$ cat config.mk
export PLATFORM = sky130hd
export DESIGN_NAME = fetch_stage
export DESIGN_NICKNAME = d
export VERILOG_FILES = /design/src/rtl/fetch_stage_pkg.sv /design/src/rtl/fetch_pc_reg.sv /design/src/rtl/fetch_stage.sv
export SDC_FILE = /design/constraint.sdc
export NUM_CORES = 1
export LEC_CHECK = 0
export CAP_MARGIN = 10
export CORE_AREA = 2 2 122 124
export DETAILED_ROUTE_END_ITERATION = 10
export DIE_AREA = 0 0 124 126
export PLACE_DENSITY = 0.78
export SYNTH_ARGS = -nofsm -noshare
export SYNTH_HDL_FRONTEND = slang
export SYNTH_HIERARCHICAL = 1
export SYNTH_SLANG_ARGS = --single-unit
$ cat constraint.sdc
create_clock -name clk -period 3.1 [get_ports clk]
set_input_delay 0.775 -clock clk [delete_from_list [all_inputs] [get_ports clk]]
set_output_delay 0.775 -clock clk [all_outputs]
set_load 0.01 [all_outputs]
$ cat src/rtl/fetch_stage_pkg.sv
// Shared types and defaults for the instruction fetch stage and its
// fetch-to-decode bus packet.
package fetch_stage_pkg;

    localparam int ADDR_W = 32;
    localparam int INSN_W = 32;

    localparam logic [ADDR_W-1:0] DEFAULT_RESET_PC   = '0;
    localparam logic [ADDR_W-1:0] DEFAULT_INSN_BYTES = ADDR_W'(4);

    typedef logic bool;

    typedef struct packed {
        logic [ADDR_W-1:0] pc;
        logic [INSN_W-1:0] insn;
    } FetchToDecodeBusPacket;

    typedef enum logic [1:0] {
        REQ,
        WAIT,
        SEND,
        DRAIN
    } fetch_state_t;

endpackage

$ cat src/rtl/fetch_pc_reg.sv
// Program counter register: reset, redirect and sequential advance, with
// redirect taking priority over advance.
module fetch_pc_reg
    import fetch_stage_pkg::*;
#(
    parameter logic [ADDR_W-1:0] RESET_PC   = DEFAULT_RESET_PC,
    parameter logic [ADDR_W-1:0] INSN_BYTES = DEFAULT_INSN_BYTES
) (
    input  logic              clk,
    input  logic              reset_n,
    input  logic              redirect_valid,
    input  logic [ADDR_W-1:0] redirect_pc,
    input  logic              advance,
    output logic [ADDR_W-1:0] pc
);

    // NOTE: state is updated with <= so every register samples pre-edge values.
    always_ff @(posedge clk) begin
        if (!reset_n) begin
            pc <= RESET_PC;
        end else if (redirect_valid) begin
            pc <= redirect_pc;
        end else if (advance) begin
            pc <= pc + INSN_BYTES;
        end
    end

endmodule

$ cat src/rtl/fetch_stage.sv
// Instruction fetch stage: one outstanding imem read, a one-entry hold
// register, and {pc, insn} packets sent to decode when the bus is free.
module fetch_stage
    import fetch_stage_pkg::*;
#(
    parameter logic [ADDR_W-1:0] RESET_PC   = DEFAULT_RESET_PC,
    parameter logic [ADDR_W-1:0] INSN_BYTES = DEFAULT_INSN_BYTES
) (
    input  logic                  clk,
    input  logic                  reset_n,
    output logic                  imem_req_valid,
    output logic [ADDR_W-1:0]     imem_req_addr,
    input  logic                  imem_req_ready,
    input  logic                  imem_resp_valid,
    input  logic [INSN_W-1:0]     imem_resp_data,
    input  logic                  redirect_valid,
    input  logic [ADDR_W-1:0]     redirect_pc,
    input  logic                  f2d_is_busy,
    output logic                  f2d_send,
    output FetchToDecodeBusPacket f2d_data
);

    fetch_state_t          state;
    FetchToDecodeBusPacket hold;
    FetchToDecodeBusPacket data_q;
    logic                  send_q;
    logic [ADDR_W-1:0]     pc;

    bool req_fire;
    bool send_fire;

    assign req_fire  = (state == REQ) && imem_req_ready;
    assign send_fire = (state == SEND) && !f2d_is_busy && !redirect_valid;

    fetch_pc_reg #(
        .RESET_PC   (RESET_PC),
        .INSN_BYTES (INSN_BYTES)
    ) u_pc_reg (
        .clk            (clk),
        .reset_n        (reset_n),
        .redirect_valid (redirect_valid),
        .redirect_pc    (redirect_pc),
        .advance        (send_fire),
        .pc             (pc)
    );

    // NOTE: the hold register is a handful of flops, not a memory, so it is
    // reset like any other control state.
    always_ff @(posedge clk) begin
        if (!reset_n) begin
            state  <= REQ;
            hold   <= '0;
            data_q <= '0;
            send_q <= 1'b0;
        end else begin
            send_q <= send_fire;
            if (send_fire) begin
                data_q <= hold;
            end

            unique case (state)
                REQ: begin
                    if (req_fire) begin
                        state <= redirect_valid ? DRAIN : WAIT;
                    end
                end
                WAIT: begin
                    if (redirect_valid) begin
                        // A response arriving with the redirect closes the
                        // transaction; otherwise it is still in flight.
                        state <= imem_resp_valid ? REQ : DRAIN;
                    end else if (imem_resp_valid) begin
                        hold  <= '{pc: pc, insn: imem_resp_data};
                        state <= SEND;
                    end
                end
                SEND: begin
                    if (redirect_valid || !f2d_is_busy) begin
                        state <= REQ;
                    end
                end
                DRAIN: begin
                    if (imem_resp_valid) begin
                        state <= REQ;
                    end
                end
                default: state <= REQ;
            endcase
        end
    end

    // Outputs are forced low while reset is asserted so nothing leaks out
    // in the reset cycle itself.
    assign imem_req_valid = reset_n && (state == REQ);
    assign imem_req_addr  = pc;
    assign f2d_send       = reset_n && send_q;
    assign f2d_data       = reset_n ? data_q : '0;

endmodule

==> results of run 1 <==
where the power goes:
part           internal, mW  total (mW)  switching (mW)
Combinational         0.183       0.357           0.173
Clock                  1.15        1.93           0.775
Sequential             2.14        2.22          0.0771
Total                  3.48        4.50            1.02
cell usage after synthesis, drive strengths merged (2+ instances only):
cell type    n
o21ai       24
and4         3
clkbuf      44
inv          5
and3         2
nor2        16
nand3       10
a211oi       4
or4          8
nor3b        4
xor2         5
nand4       18
nor2b        2
a31oi       12
nor4         8
and2        67
o31ai        8
mux2i        5
a21oi      141
o31a         2
or3          5
or2          3
nor3         5
xnor2        4
dfxtp      163
buf         21
nand2      273
cell type report:
type / instances / area (um^2) / area share [%]
Multi-Input combinational cell: 644 / 3260 / 35.7
Clock inverter: 6 / 55.1 / 0.604
Tap cell: 184 / 230 / 2.52
Sequential cell: 163 / 3260 / 35.8
Inverter: 6 / 25.0 / 0.274
Timing Repair Buffer: 184 / 1810 / 19.8
Clock buffer: 24 / 482 / 5.28
metal layers:
metal	up-vias	routed length, um	track usage [%]
met1	2957	8160	33.3
li1	3222	-	-
met5	-	0	0
met2	290	8490	36.3
met3	44	1360	4.62
met4	0	540	10.3
layout by cell type, fill, tap and decap left out, drive strengths merged, types with 6 or more instances in the layout:
cell type / instances
dfxtp: 163
nand2: 273
nor2: 16
o21ai: 24
nand4: 18
buf: 18
o31ai: 8
clkbuf: 24
clkdlybuf4s50: 166
inv: 6
a21oi: 141
a31oi: 12
and2: 67
or4: 8
nand3: 10
nor4: 8
flip-flops by register name (all words and copies together), names as in the netlist:
register / cells
send_q: 1
state: 2
hold: 64
data_q: 64
u_pc_reg/pc: 32
logic make-up after synthesis:
logic type | Yosys count | synth area share [%]
buffers and inverters | 71 | 4.87
AND/OR/NAND/NOR | 431 | 29.6
AO/OA/AOI/OAI | 198 | 15.7
XOR/XNOR | 9 | 1.15
adder cells (fa/ha/maj) | 1 | 0.183
multiplexers | 5 | 0.732
flip-flops | 163 | 47.7
through the flow:
step | cell area (um^2) | std cells | setup slack [ps]
3_5_place_dp | 8580 | 1181 | 165
3_3_place_gp | 8580 | 1181 | 188
6_report | 9120 | 1211 | 203
5_1_grt | 9120 | 1211 | 104
2_1_floorplan | 6840 | 878 | 441
4_1_cts | 9120 | 1211 | 167
tightest hold or removal path: cells and delay by family (launching register included):
kind / cells / cell delay, ps
AND/OR/NAND/NOR: 1 / 50
AO/OA/AOI/OAI: 1 / 50
flip-flops: 1 / 300
final timing paths:
check	start	depth (start not counted)	end
worst max-delay path	reset_n	4	f2d_data[50]
worst min-delay path	data_q[21]	2	data_q[21]
worst max register to register	state[1]	7	u_pc_reg/pc[11]
worst min register to register	data_q[21]	2	data_q[21]
==> impl_metrics.sql, run 1 <==
INSERT INTO impl_metrics (metric_group, metric, value, unit) VALUES
('yosys', 'synth_area', '6840', 'um^2'),
('yosys', 'syn_nets', '949', ''),
('grt', 'first_global_vias', '5720', ''),
('placed_design', 'dp.final_hpwl', '12200', 'um'),
('finish', 'filler_cell_count', '1295', ''),
('sta', 'worst_pin_slew', '794', 'ps'),
('floorplanning', 'chipWidth', '124', 'um'),
('floorplanning', 'coreArea', '14300', 'um^2'),
('drt', 'drt_pass1_iterations', '5', ''),
('finish', 'antenna-diode-count', '0', ''),
('clocking', 'clockRootBuffer', 'clkbuf_16', ''),
('placed_design', 'portBuffers', '167', ''),
('grt', 'grt.overflow.total', '0', ''),
('grt', 'grt_pass1_wl', '29200', 'um'),
('flow_run', 'maxCapViolations', '0', ''),
('yosys', 'synth_enable_flop_cells', '0', ''),
('yosys', 'syn-mean-instance-area', '7.79', 'um^2'),
('sta', 'hold_violations', '0', ''),
('setup_path', 'crit_family', 'buffers and inverters', ''),
('clocking', 'worst_setup_hold_path_clk_slew', '60', 'ps'),
('drt', 'routed_wirelength', '18500', 'um'),
('drt', 'total_via_count_after_detailed_routing', '6513', ''),
('yosys', 'synth_top_cells_by_area', 'dfxtp_1, nand2_1, a21oi_1', ''),
('finish', 'drive_gt1_share', '5.74', '%'),
('sta', 'share_of_the_clock_period_used_by_the_worst_path_after_layout', '93.5', '%'),
('setup_path', 'reg2reg_setup_slack', '880', 'ps'),
('yosys', 'yosysSeqAreaShare', '47.7', '%'),
('floorplanning', 'ios', '168', ''),
('power', 'power_per_cell_area', '493', 'nW/um^2'),
('clocking', 'postCtsSetupBuffers', '0', ''),
('grt', 'grt_antenna_before_repair', '0', ''),
('outcome', 'outcome', 'finished, final reports clean', ''),
('yosys', 'yosys.area.top_type_share', '47.7', '%'),
('setup_path', 'critical-path-slowest-cell', 'clkdlybuf4s50_1', ''),
('clocking', 'cts_made_buffers', '17', ''),
('grt', 'track_usage', '24.0', '%'),
('grt', 'pin_count_of_the_biggest_net_entering_global_routing', '78', ''),
('yosys', 'async_flop_share', '0', '%'),
('setup_path', 'crit_path_kind', 'in -> out', ''),
('setup_path', 'max_fanout_on_critical_path', '27', ''),
('sta', 'hold_slack', '446', 'ps'),
('floorplanning', 'die_y', '126', 'um'),
('clocking', 'clock_sink_count', '163', ''),
('yosys', 'post_synth_num_cell_types', '50', ''),
('sta', 'post-route-min-period', '2900', 'ps'),
('setup_path', 'critPathLaunchType', 'primary input', ''),
('setup_path', 'setup.worst_path.end_class', 'primary output', ''),
('setup_path', 'arrival', '2120', 'ps'),
('power', 'finalPower', '4.50', 'mW'),
('worst_hold_path', 'timing.hold.worst.class', 'reg -> reg', ''),
('yosys', 'synthesis_warnings', '6', ''),
('finish', 'nNetsFinal', '1087', ''),
('placed_design', 'gp_routability_congestion', '0.863', ''),
('power', 'power_leakage', '3.07', 'nW'),
('sta', 'max-slew-margin-rel', '47.1', '%'),
('drt', 'avgRoutedWirePerCell', '15.3', 'um'),
('sta', 'grt_setup_unrepaired', 'no', ''),
('sta', 'fin_setup_tns', '0', 'ps'),
('drt', 'drtIter0Drc', '489', ''),
('power', 'vdd_drop_max', '0.380', 'mV'),
('clocking', 'tritoncts', 'built', ''),
('yosys', 'post_synth_inst_count', '878', ''),
('drt', 'drt-vias-per-instance', '5.38', ''),
('setup_path', 'crit_chain', 'buf_2 > buf_4 > and2_1 > clkdlybuf4s50_1', ''),
('sta', 'setup_viol', '0', ''),
('sta', 'finClkSkew', '6.95', 'ps'),
('floorplanning', 'initial_util', '47.8', '%'),
('clocking', 'cts_resized', '0', ''),
('clocking', 'ctsHtreeMaxLevel', '4', ''),
('yosys', 'synth_largest_area_cell', 'dfxtp_1', ''),
('drt', 'drc_violations_left', '0', ''),
('drt', 'antenna_violating_nets_post_route', '0', ''),
('clocking', 'clkLatencyLatePin', '420', 'ps'),
('finish', 'final_core_util', '63.7', '%'),
('clocking', 'cts.path.max_buffers', '2', ''),
('clocking', 'postCtsHoldBufs', '0', ''),
('yosys', 'ys_seq_elements', '163', ''),
('yosys', 'synth_ff_type', 'dfxtp_1', ''),
('sta', 'report.final.slew_viol_count', '0', ''),
('setup_path', 'cpPeakStageDelay', '530', 'ps'),
('setup_path', 'cp_data_required_time', '2320', 'ps'),
('floorplanning', 'core.rowCount', '44', ''),
('floorplanning', 'fp.dieArea', '15600', 'um^2'),
('setup_path', 'worstPathBufferInverterCount', '3', ''),
('finish', 'layout-area-overhead-vs-synth', '33.4', '%'),
('sta', 'max_freq', '345', 'MHz');
Power figures use the tool's default switching activity.
==> run 2, diff against run 1 <==
Settings changed: CELL_PAD_IN_SITES_DETAIL_PLACEMENT set to 0, CELL_PAD_IN_SITES_GLOBAL_PLACEMENT set to 1, CORE_AREA 2 2 122 124 to 2 2 141 143, DIE_AREA 0 0 124 126 to 0 0 143 145, PLACE_DENSITY 0.78 to unset, PLACE_DENSITY_LB_ADDON set to 0.1.
==> run 2 against run 1 <==
Against the previous run:
- cell area grew 1.6%
- count of clock-buffer cells in the layout shrank 5
- clock power grew 6%
- hold slack gained 1.9 ps
- sequential share of layout area shrank 0.58 points
- combinational power grew 2%
- sequential cell count is the same
- largest cell class unchanged
- core utilization shrank 15 points
- die area grew 33%
- routed wire length grew 7.2%
- clock skew grew 2.7 ps
==> impl_metrics.sql, run 2 (synthesis results as in run 1) <==
INSERT INTO impl_metrics (metric_group, metric, value, unit) VALUES
('outcome', 'outcome', 'finished, final reports clean', ''),
('drt', 'drtIter0Drc', '289', ''),
('grt', 'pin_count_of_the_biggest_net_entering_global_routing', '87', ''),
('drt', 'routed_wirelength', '19900', 'um'),
('floorplanning', 'die_y', '145', 'um'),
('sta', 'worst_pin_slew', '910', 'ps'),
('finish', 'ff_latch_area', '3260', 'um^2'),
('setup_path', 'arrival', '2090', 'ps'),
('drt', 'avgRoutedWirePerCell', '15.4', 'um'),
('clocking', 'cts_made_buffers', '17', ''),
('finish', 'mostFrequentLayoutCells', 'nand2_1, clkdlybuf4s50_1, dfxtp_1', ''),
('grt', 'grt.overflow.total', '0', ''),
('flow_run', 'maxCapViolations', '0', ''),
('drt', 'drc_violations_left', '0', ''),
('clocking', 'clock_sink_count', '163', ''),
('floorplanning', 'coreArea', '19200', 'um^2'),
('grt', 'grt_antenna_before_repair', '0', ''),
('clocking', 'worst_setup_hold_path_clk_slew', '60', 'ps'),
('drt', 'antenna_violating_nets_post_route', '0', ''),
('clocking', 'clockRootBuffer', 'clkbuf_16', ''),
('finish', 'drive_gt1_share', '6.13', '%'),
('floorplanning', 'initial_util', '35.6', '%'),
('clocking', 'tritoncts', 'built', ''),
('sta', 'max-slew-margin-rel', '39.3', '%'),
('sta', 'post-route-min-period', '2860', 'ps'),
('setup_path', 'setup.worst_path.end_class', 'primary output', ''),
('clocking', 'cts_resized', '0', ''),
('finish', 'layout-area-overhead-vs-synth', '35.6', '%'),
('sta', 'report.final.slew_viol_count', '0', ''),
('grt', 'grt_pass1_wl', '31600', 'um'),
('setup_path', 'critical-path-slowest-cell', 'clkdlybuf4s50_1', ''),
('finish', 'antenna-diode-count', '0', ''),
('power', 'power_leakage', '3.07', 'nW'),
('finish', 'nNetsFinal', '1086', ''),
('sta', 'finClkSkew', '9.69', 'ps'),
('sta', 'max_freq', '349', 'MHz'),
('setup_path', 'cpPeakStageDelay', '570', 'ps'),
('setup_path', 'max_fanout_on_critical_path', '28', ''),
('power', 'vdd_drop_max', '0.409', 'mV'),
('finish', 'layout.cells.most_common', 'nand2_1', ''),
('grt', 'track_usage', '19.2', '%'),
('drt', 'drt_pass1_iterations', '5', ''),
('finish', 'biggestRegsByFlops', 'data_q: 64 flops, hold: 64 flops, u_pc_reg/pc: 32 flops', ''),
('placed_design', 'dp.final_hpwl', '13100', 'um'),
('placed_design', 'portBuffers', '167', ''),
('floorplanning', 'ios', '168', ''),
('clocking', 'cts.path.max_buffers', '2', ''),
('drt', 'drt-vias-per-instance', '4.91', ''),
('sta', 'share_of_the_clock_period_used_by_the_worst_path_after_layout', '92.4', '%'),
('clocking', 'clkLatencyLatePin', '430', 'ps'),
('floorplanning', 'chipWidth', '143', 'um'),
('power', 'finalPower', '4.61', 'mW'),
('sta', 'fin_setup_tns', '0', 'ps'),
('sta', 'hold_violations', '0', ''),
('drt', 'total_via_count_after_detailed_routing', '6343', ''),
('clocking', 'postCtsSetupBuffers', '0', ''),
('setup_path', 'cp_data_required_time', '2320', 'ps'),
('setup_path', 'worstPathBufferInverterCount', '4', ''),
('worst_hold_path', 'timing.hold.worst.class', 'reg -> reg', ''),
('clocking', 'postCtsHoldBufs', '0', ''),
('setup_path', 'crit_chain', 'buf_2 > buf_12 > inv_4 > nor3_1 > clkdlybuf4s50_1', ''),
('sta', 'setup_viol', '0', ''),
('setup_path', 'crit_path_kind', 'in -> out', ''),
('finish', 'multi_input_comb_area', '3260', 'um^2'),
('placed_design', 'gp_routability_congestion', '0.783', ''),
('setup_path', 'crit_family', 'buffers and inverters', ''),
('clocking', 'ctsHtreeMaxLevel', '4', ''),
('floorplanning', 'fp.dieArea', '20700', 'um^2'),
('sta', 'grt_setup_unrepaired', 'no', ''),
('floorplanning', 'core.rowCount', '51', ''),
('power', 'power_per_cell_area', '497', 'nW/um^2'),
('finish', 'filler_cell_count', '1957', ''),
('setup_path', 'critPathLaunchType', 'primary input', ''),
('grt', 'first_global_vias', '5906', '');
run 2: layout make-up:
| cell class | count | share of cell area (%) |
|---|---|---|
| clock buffers | 19 | 4.78 |
| clock inverters | 13 | 1.35 |
| inverters | 6 | 0.270 |
| multi-input cells | 644 | 35.1 |
| flip-flops and latches | 163 | 35.2 |
| well taps | 265 | 3.58 |
| repair buffers | 183 | 19.7 |
run 2: report_power, final:
group          switching, mW  internal (mW)  total, mW  leakage (nW)
registers             0.0706           2.14       2.21          1.32
logic                  0.179          0.185      0.364          1.49
clock network          0.902           1.14       2.04         0.263
run 2: worst paths after layout:
kind              slack (ps)      start  cells past startpoint         endpoint
setup / recovery         240    reset_n                      5   imem_req_valid
setup reg to reg         860   state[1]                      6  u_pc_reg/pc[19]
hold reg to reg          450  data_q[1]                      2        data_q[1]
hold / removal           450  data_q[1]                      2        data_q[1]
run 2: per-layer routing:
layer / share of wire, % / track usage (%) / vias to the layer above
li1: - / - / 3230
met1: 49 / 27.8 / 2935
met2: 45 / 28.9 / 162
met3: 4.7 / 4.03 / 16
met4: 1.1 / 5.05 / 0
met5: 0 / 0 / -
run 2: worst reg2reg max path, stage by stage (launching register included):
cell     delay (ps)
dfxtp_1         440
or4b_4          530
inv_2           160
and3_1          280
nand2_1         160
or4_1           430
a31oi_1         160
run 2: metrics by stage:
step                      util [%]  instance area, um^2  setup slack, ps  cells  hold WS, ps
after global placement        45.3                 8700              109   1261          439
after floorplan                  -                 6840              441    878          432
after detailed placement      45.3                 8700             82.3   1261          441
after global routing          48.3                 9270              163   1293          463
final                         48.3                 9270              237   1293          448
after CTS                     48.3                 9270              221   1293          449
